$ cat config.mk
export PLATFORM = sky130hd
export DESIGN_NAME = seg_scan_ctrl
export DESIGN_NICKNAME = d
export VERILOG_FILES = /design/src/rtl/seg_scan_ctrl.sv
export SDC_FILE = /design/constraint.sdc
export NUM_CORES = 1
export LEC_CHECK = 0
export CAP_MARGIN = 20
export CORE_ASPECT_RATIO = 0.5
export CORE_MARGIN = 2
export CORE_UTILIZATION = 50
export DETAILED_ROUTE_END_ITERATION = 8
export GPL_TIMING_DRIVEN = 0
export PLACE_DENSITY = 0.75
export SKIP_CTS_REPAIR_TIMING = 1
export SLEW_MARGIN = 40
export SYNTH_ARGS = -nofsm -noshare
export SYNTH_HDL_FRONTEND = slang
export SYNTH_SLANG_ARGS = --single-unit
$ cat constraint.sdc
create_clock -name sys_clk -period 7.5 [get_ports sys_clk]
set_input_delay 0.75 -clock sys_clk [delete_from_list [all_inputs] [get_ports sys_clk]]
set_output_delay 0.75 -clock sys_clk [all_outputs]
set_load 0.01 [all_outputs]
$ cat src/rtl/seg_scan_ctrl.sv
`default_nettype none
// ============================================================================
// Module      : seg_scan_ctrl
// Description : Six-digit multiplexed 7-segment scan controller with blanking,
//               leading-zero suppression and frame-aligned double buffering.
// Revision    : 1.0 - initial release
// ============================================================================
module seg_scan_ctrl #(
    parameter logic [15:0] CNT_DIGIT = 16'd49_999,
    parameter logic [7:0]  CNT_BLANK = 8'd99
) (
    input  logic        sys_clk,
    input  logic        sys_rst_n,
    input  logic [23:0] data_in,
    input  logic [5:0]  point_in,
    input  logic [5:0]  en_mask_in,
    input  logic        lz_blank_in,
    input  logic        load_req,
    output logic        load_ack,
    output logic        frame_done,
    output logic [5:0]  sel,
    output logic [7:0]  seg
);

    typedef enum logic [1:0] {
        S_OFF   = 2'd0,
        S_BLANK = 2'd1,
        S_SHOW  = 2'd2
    } state_t;

    localparam logic [2:0]  C_LAST_IDX  = 3'd5;
    localparam logic [15:0] C_BLANK_END = {8'd0, CNT_BLANK};

    state_t      r_state;
    state_t      w_state_nxt;
    logic [2:0]  r_idx;
    logic [2:0]  w_idx_nxt;
    logic [15:0] r_cnt;
    logic [15:0] w_cnt_nxt;
    logic        w_xfer;
    logic        w_frame_end;

    // Staging buffer written by load_req; active buffer drives the display
    logic [23:0] r_stg_data;
    logic [5:0]  r_stg_point;
    logic [5:0]  r_stg_mask;
    logic        r_stg_lz;
    logic        r_pending;
    logic [23:0] r_act_data;
    logic [5:0]  r_act_point;
    logic [5:0]  r_act_mask;
    logic        r_act_lz;

    logic        r_load_ack;
    logic        r_frame_done;
    logic [5:0]  r_sel;
    logic [7:0]  r_seg;
    logic [5:0]  w_sel_nxt;
    logic [7:0]  w_seg_nxt;
    logic [3:0]  w_digit;
    logic [5:0]  w_zero;
    logic [5:0]  w_sup;

    function automatic logic [6:0] hex7(input logic [3:0] d);
        logic [6:0] s;
        case (d)
            4'h0:    s = 7'h40;
            4'h1:    s = 7'h79;
            4'h2:    s = 7'h24;
            4'h3:    s = 7'h30;
            4'h4:    s = 7'h19;
            4'h5:    s = 7'h12;
            4'h6:    s = 7'h02;
            4'h7:    s = 7'h78;
            4'h8:    s = 7'h00;
            4'h9:    s = 7'h10;
            4'hA:    s = 7'h08;
            4'hB:    s = 7'h03;
            4'hC:    s = 7'h46;
            4'hD:    s = 7'h21;
            4'hE:    s = 7'h06;
            default: s = 7'h0E;
        endcase
        return s;
    endfunction

    generate
        for (genvar k = 0; k < 6; k++) begin : g_zero
            assign w_zero[k] = (r_act_data[4*k +: 4] == 4'd0);
        end
    endgenerate

    // A digit is suppressed only while every digit above it is also zero
    always_comb begin
        w_sup    = 6'd0;
        w_sup[5] = r_act_lz & w_zero[5];
        for (int k = 4; k >= 1; k--) begin
            w_sup[k] = w_sup[k+1] & w_zero[k];
        end
    end

    always_comb begin
        w_state_nxt = r_state;
        w_idx_nxt   = r_idx;
        w_cnt_nxt   = r_cnt;
        w_xfer      = 1'b0;
        w_frame_end = 1'b0;
        case (r_state)
            S_OFF: begin
                if (r_pending) begin
                    w_xfer      = 1'b1;
                    w_state_nxt = S_BLANK;
                    w_idx_nxt   = 3'd0;
                    w_cnt_nxt   = 16'd0;
                end
            end
            S_BLANK: begin
                if (r_cnt == C_BLANK_END) begin
                    w_state_nxt = S_SHOW;
                    w_cnt_nxt   = 16'd0;
                end else begin
                    w_cnt_nxt = r_cnt + 16'd1;
                end
            end
            S_SHOW: begin
                if (r_cnt == CNT_DIGIT) begin
                    w_state_nxt = S_BLANK;
                    w_cnt_nxt   = 16'd0;
                    if (r_idx == C_LAST_IDX) begin
                        w_idx_nxt   = 3'd0;
                        w_frame_end = 1'b1;
                        w_xfer      = r_pending;
                    end else begin
                        w_idx_nxt = r_idx + 3'd1;
                    end
                end else begin
                    w_cnt_nxt = r_cnt + 16'd1;
                end
            end
            default: begin
                w_state_nxt = S_OFF;
                w_idx_nxt   = 3'd0;
                w_cnt_nxt   = 16'd0;
            end
        endcase
    end

    // Outputs are computed from the next state so they register on the entry edge
    assign w_digit = r_act_data[{w_idx_nxt, 2'b00} +: 4];

    always_comb begin
        w_sel_nxt = 6'd0;
        w_seg_nxt = 8'hFF;
        if ((w_state_nxt == S_SHOW) && r_act_mask[w_idx_nxt]) begin
            w_sel_nxt = 6'b000001 << w_idx_nxt;
            w_seg_nxt = {~r_act_point[w_idx_nxt],
                         w_sup[w_idx_nxt] ? 7'h7F : hex7(w_digit)};
        end
    end

    always_ff @(posedge sys_clk) begin
        if (!sys_rst_n) begin
            r_state      <= S_OFF;
            r_idx        <= 3'd0;
            r_cnt        <= 16'd0;
            r_stg_data   <= 24'd0;
            r_stg_point  <= 6'd0;
            r_stg_mask   <= 6'd0;
            r_stg_lz     <= 1'b0;
            r_pending    <= 1'b0;
            r_act_data   <= 24'd0;
            r_act_point  <= 6'd0;
            r_act_mask   <= 6'd0;
            r_act_lz     <= 1'b0;
            r_load_ack   <= 1'b0;
            r_frame_done <= 1'b0;
            r_sel        <= 6'd0;
            r_seg        <= 8'hFF;
        end else begin
            r_state <= w_state_nxt;
            r_idx   <= w_idx_nxt;
            r_cnt   <= w_cnt_nxt;
            if (load_req) begin
                r_stg_data  <= data_in;
                r_stg_point <= point_in;
                r_stg_mask  <= en_mask_in;
                r_stg_lz    <= lz_blank_in;
            end
            if (w_xfer) begin
                r_act_data  <= r_stg_data;
                r_act_point <= r_stg_point;
                r_act_mask  <= r_stg_mask;
                r_act_lz    <= r_stg_lz;
            end
            // A request landing on the transfer edge stays pending for the next frame
            r_pending    <= load_req | (r_pending & ~w_xfer);
            r_load_ack   <= w_xfer;
            r_frame_done <= w_frame_end;
            r_sel        <= w_sel_nxt;
            r_seg        <= w_seg_nxt;
        end
    end

    assign load_ack   = r_load_ack;
    assign frame_done = r_frame_done;
    assign sel        = r_sel;
    assign seg        = r_seg;

endmodule
`default_nettype wire

==> summary.md <==
| Metric | Value |
|---|---|
| Chip Width | `148 um` |
| Clk network pwr share | `40.8%` |
| Synth Instances | `571` |
| Ys flop type | `dfxtp_1` |
| Unrepaired setup endpoints after global routing | `no` |
| Final setup vio count | `0` |
| Drt drc | `0` |
| Crit path DAT | `4.75 ns` |
| Core area | `0.0101 mm^2` |
| Wire length on met3 | `729 um` |
| Max stage delay on crit path | `0.67 ns` |
| Antenna-violating nets left | `0` |
| GRT Total Usage | `21.2%` |
| Slowest cell on the critical path | `a221oi_1` |
| FILL cells | `899` |
| Reg power frac | `50.8%` |
| Switching Share | `23.1%` |
| CTS tree | `yes` |
| Die height | `76.1 um` |
| Type of the worst setup path | `reg2reg` |
| Worst Skew | `0.00934 ns` |
| DR vias | `4172` |
| Post-synth net total | `620` |
| First-pass GRT wire length | `19200 um` |
| Critical Path RT | `7.72 ns` |
| Number of diodes | `0` |
| Top sig layer | `met4` |
| Max FO, Critical Path | `10` |
| Peak supply drop | `0.109 mV` |
| Final min period | `4.53 ns` |
| Worst slew pin tran | `0.846 ns` |
| Mapped Area | `0.00520 mm^2` |
| YS warnings | `0` |
| Max-slew headroom | `43.6%` |
| Fin. max-slew vios | `0` |
| Wire length per cell | `14.8 um` |
| Crit-path cells | `ha_1 -> or4b_1 -> buf_6 -> o41a_1 -> or3_1 -> buf_6 -> nand2_4 -> mux2_2 -> a221oi_1 -> inv_1 -> ha_1 -> mux2_4 -> mux2i_1 -> nand2_1` |
| Vias in the first global route | `3879` |
| Status | `complete, no violations` |
| FP Rows | `26` |
| TNS Setup | `0 ns` |
| P_sw | `0.285 mW` |
| Pwr Density | `197 mW/mm^2` |
| Clk root buf | `clkbuf_16` |
| Gr ovfl total | `0` |
| Top-count cell post-synth | `dfxtp_1` |
| Clk pin slew, worst setup/hold paths | `0.07 ns` |
| P_int | `0.946 mW` |
| Clk_lat worst skew | `0.35 ns` |
| Post-synthesis register bit count | `112` |
| Dominant cell type by area after synthesis | `dfxtp_1` |
| DP HPWL | `8560 um` |
| M1 wire length | `5850 um` |
| Share of the yosys chip area belonging to registers | `43.1%` |
| Num CTS Buffers | `9` |
| Post-synth top area share | `43.1%` |
| Gpl congestion | `0.894` |
| Worst hold path class | `reg2reg` |
| Timing-limited maximum frequency | `221 MHz` |
| Post-Syn Area per Cell | `9.11 um^2` |
| FFs w/ async S/R, synth | `0%` |
| CP top delay family | `compound AO/OA/AOI/OAI gates` |
| Synth cell count leaders | `dfxtp_1, nand2_1, nor2b_1` |
| Initial antenna violation count | `0` |
| Synth cell types | `64` |
| Port bufs | `54` |
| Nets | `685` |
| Share of cells above drive strength 1 | `6.40%` |
| CTS Buffer Depth | `2` |
| Comb power frac | `8.4%` |
| Type of origin of the critical path | `flop` |
| First-pass iteration count of the detailed router | `6` |
| CP bufs+invs | `3` |
| Largest cells by area after synthesis | `dfxtp_1, mux2i_1, nand2_1, nor2b_1, a21boi_0` |
| CTS sink count | `112` |
| Final hold vios | `0` |
| Pleak | `2.32 nW` |
| Iter 0 DRT Violations | `264` |
| Initial core utilization | `51.3%` |
| Vias per Instance | `5.34` |
| Power, Total | `1.23 mW` |
| Period utilization | `60.4%` |
| Ports | `56` |
| Htree depth | `3` |
| Die ar. | `0.0113 mm^2` |
| Post-synth EDFFs | `0` |
| Max-Cap Viols | `0` |
| WL final | `11500 um` |
| Crit end category | `flop` |
| Largest net degree at the start of global routing | `19` |
| Met2 WL | `4790 um` |
| Area Overhead vs Synth | `19.8%` |
layout make-up:
cell class	instances	area, um^2	share of cell area (%)
clock inverters	4	58.8	0.943
well taps	140	175	2.81
clock buffers	12	256	4.11
flip-flops and latches	112	2240	36.0
repair buffers	54	541	8.67
inverters	11	41.3	0.662
multi-input cells	417	2770	44.4
plain buffers	31	149	2.39
flip-flops by register name, indices dropped and copies added (netlist names):
register,flops
r_act_data,24
r_stg_data,24
r_cnt,16
seg,8
r_act_mask,6
r_act_point,6
r_stg_mask,6
r_stg_point,6
sel,6
r_idx,3
r_state,2
frame_done,1
load_ack,1
r_act_lz,1
r_pending,1
r_stg_lz,1
kinds of logic after synthesis:
logic type	count (synthesis)	synth area share, %
buffers and inverters	42	3.66
AOI/OAI and AO/OA	93	14.1
xor gates and xnor gates	10	1.68
adders and majority gates	9	2.16
and+or+nand+nor	251	24.4
DFF	112	43.1
muxes	54	10.9
stage by stage:
step | cells | hold slack, ns | util [%] | instance area (um^2) | worst slack (ns)
floorplan | 571 | 0.438 | - | 5200 | 3.62
global placement | 765 | 0.448 | 58.3 | 5920 | 3.10
detailed placement | 765 | 0.453 | 58.3 | 5920 | 3.08
CTS | 781 | 0.464 | 61.4 | 6230 | 3.02
global route | 781 | 0.485 | 61.4 | 6230 | 2.86
finish | 781 | 0.464 | 61.4 | 6230 | 2.97
layout by cell type (no fill, tap or decap), types with 3 or more instances in the layout:
cell type / count
nor2_1: 28
o21ai_0: 7
and3_1: 4
clkbuf_1: 24
xor2_1: 7
nand4b_1: 3
o21a_1: 3
ha_1: 9
mux2_2: 3
buf_6: 4
and2_1: 5
a21boi_0: 38
nand2_1: 105
nor4_1: 8
o41ai_1: 3
xnor2_1: 3
dfxtp_1: 112
a21oi_1: 12
nor3_1: 10
nand2b_1: 4
clkdlybuf4s50_1: 54
clkbuf_16: 9
a31oi_1: 3
a211oi_1: 3
nor2b_1: 49
inv_1: 11
or4_1: 3
o211ai_1: 3
nand3_1: 9
nand4_1: 5
mux2i_1: 47
o221ai_2: 3
final timing paths:
path	endpoint	from	slack, ns	depth (start not counted)
max	seg[3]	r_cnt[0]	2.97	14
min	r_act_data[3]	r_act_data[3]	0.46	2
max reg2reg	seg[3]	r_cnt[0]	2.97	14
min reg2reg	r_act_data[3]	r_act_data[3]	0.46	2
worst register-to-register path: stages (launching register included):
cell	delay, ns
dfxtp_1	0.39
ha_1	0.23
or4b_1	0.47
buf_6	0.16
o41a_1	0.51
or3_1	0.36
buf_6	0.15
nand2_4	0.11
mux2_2	0.38
a221oi_1	0.67
inv_1	0.19
ha_1	0.28
mux2_4	0.28
mux2i_1	0.16
nand2_1	0.07
power by group through the flow:
| stage | combinational (mW) | clock [mW] | sequential (mW) |
|---|---|---|---|
| 6_report | 0.103 | 0.503 | 0.625 |
| 5_1_grt | 0.113 | 0.536 | 0.627 |
| 4_1_cts | 0.103 | 0.508 | 0.625 |
| 3_5_place_dp | 0.102 | 0 | 0.639 |
| 3_3_place_gp | 0.100 | 0 | 0.638 |
| 2_1_floorplan | 0.0643 | 0 | 0.634 |
metal layers:
| layer | up-vias | track usage (%) |
|---|---|---|
| li1 | 2103 | - |
| met1 | 1944 | 30.1 |
| met2 | 108 | 31.6 |
| met3 | 17 | 6.17 |
| met4 | 0 | 5.52 |
| met5 | - | 0 |
Power figures use the tool's default switching activity.
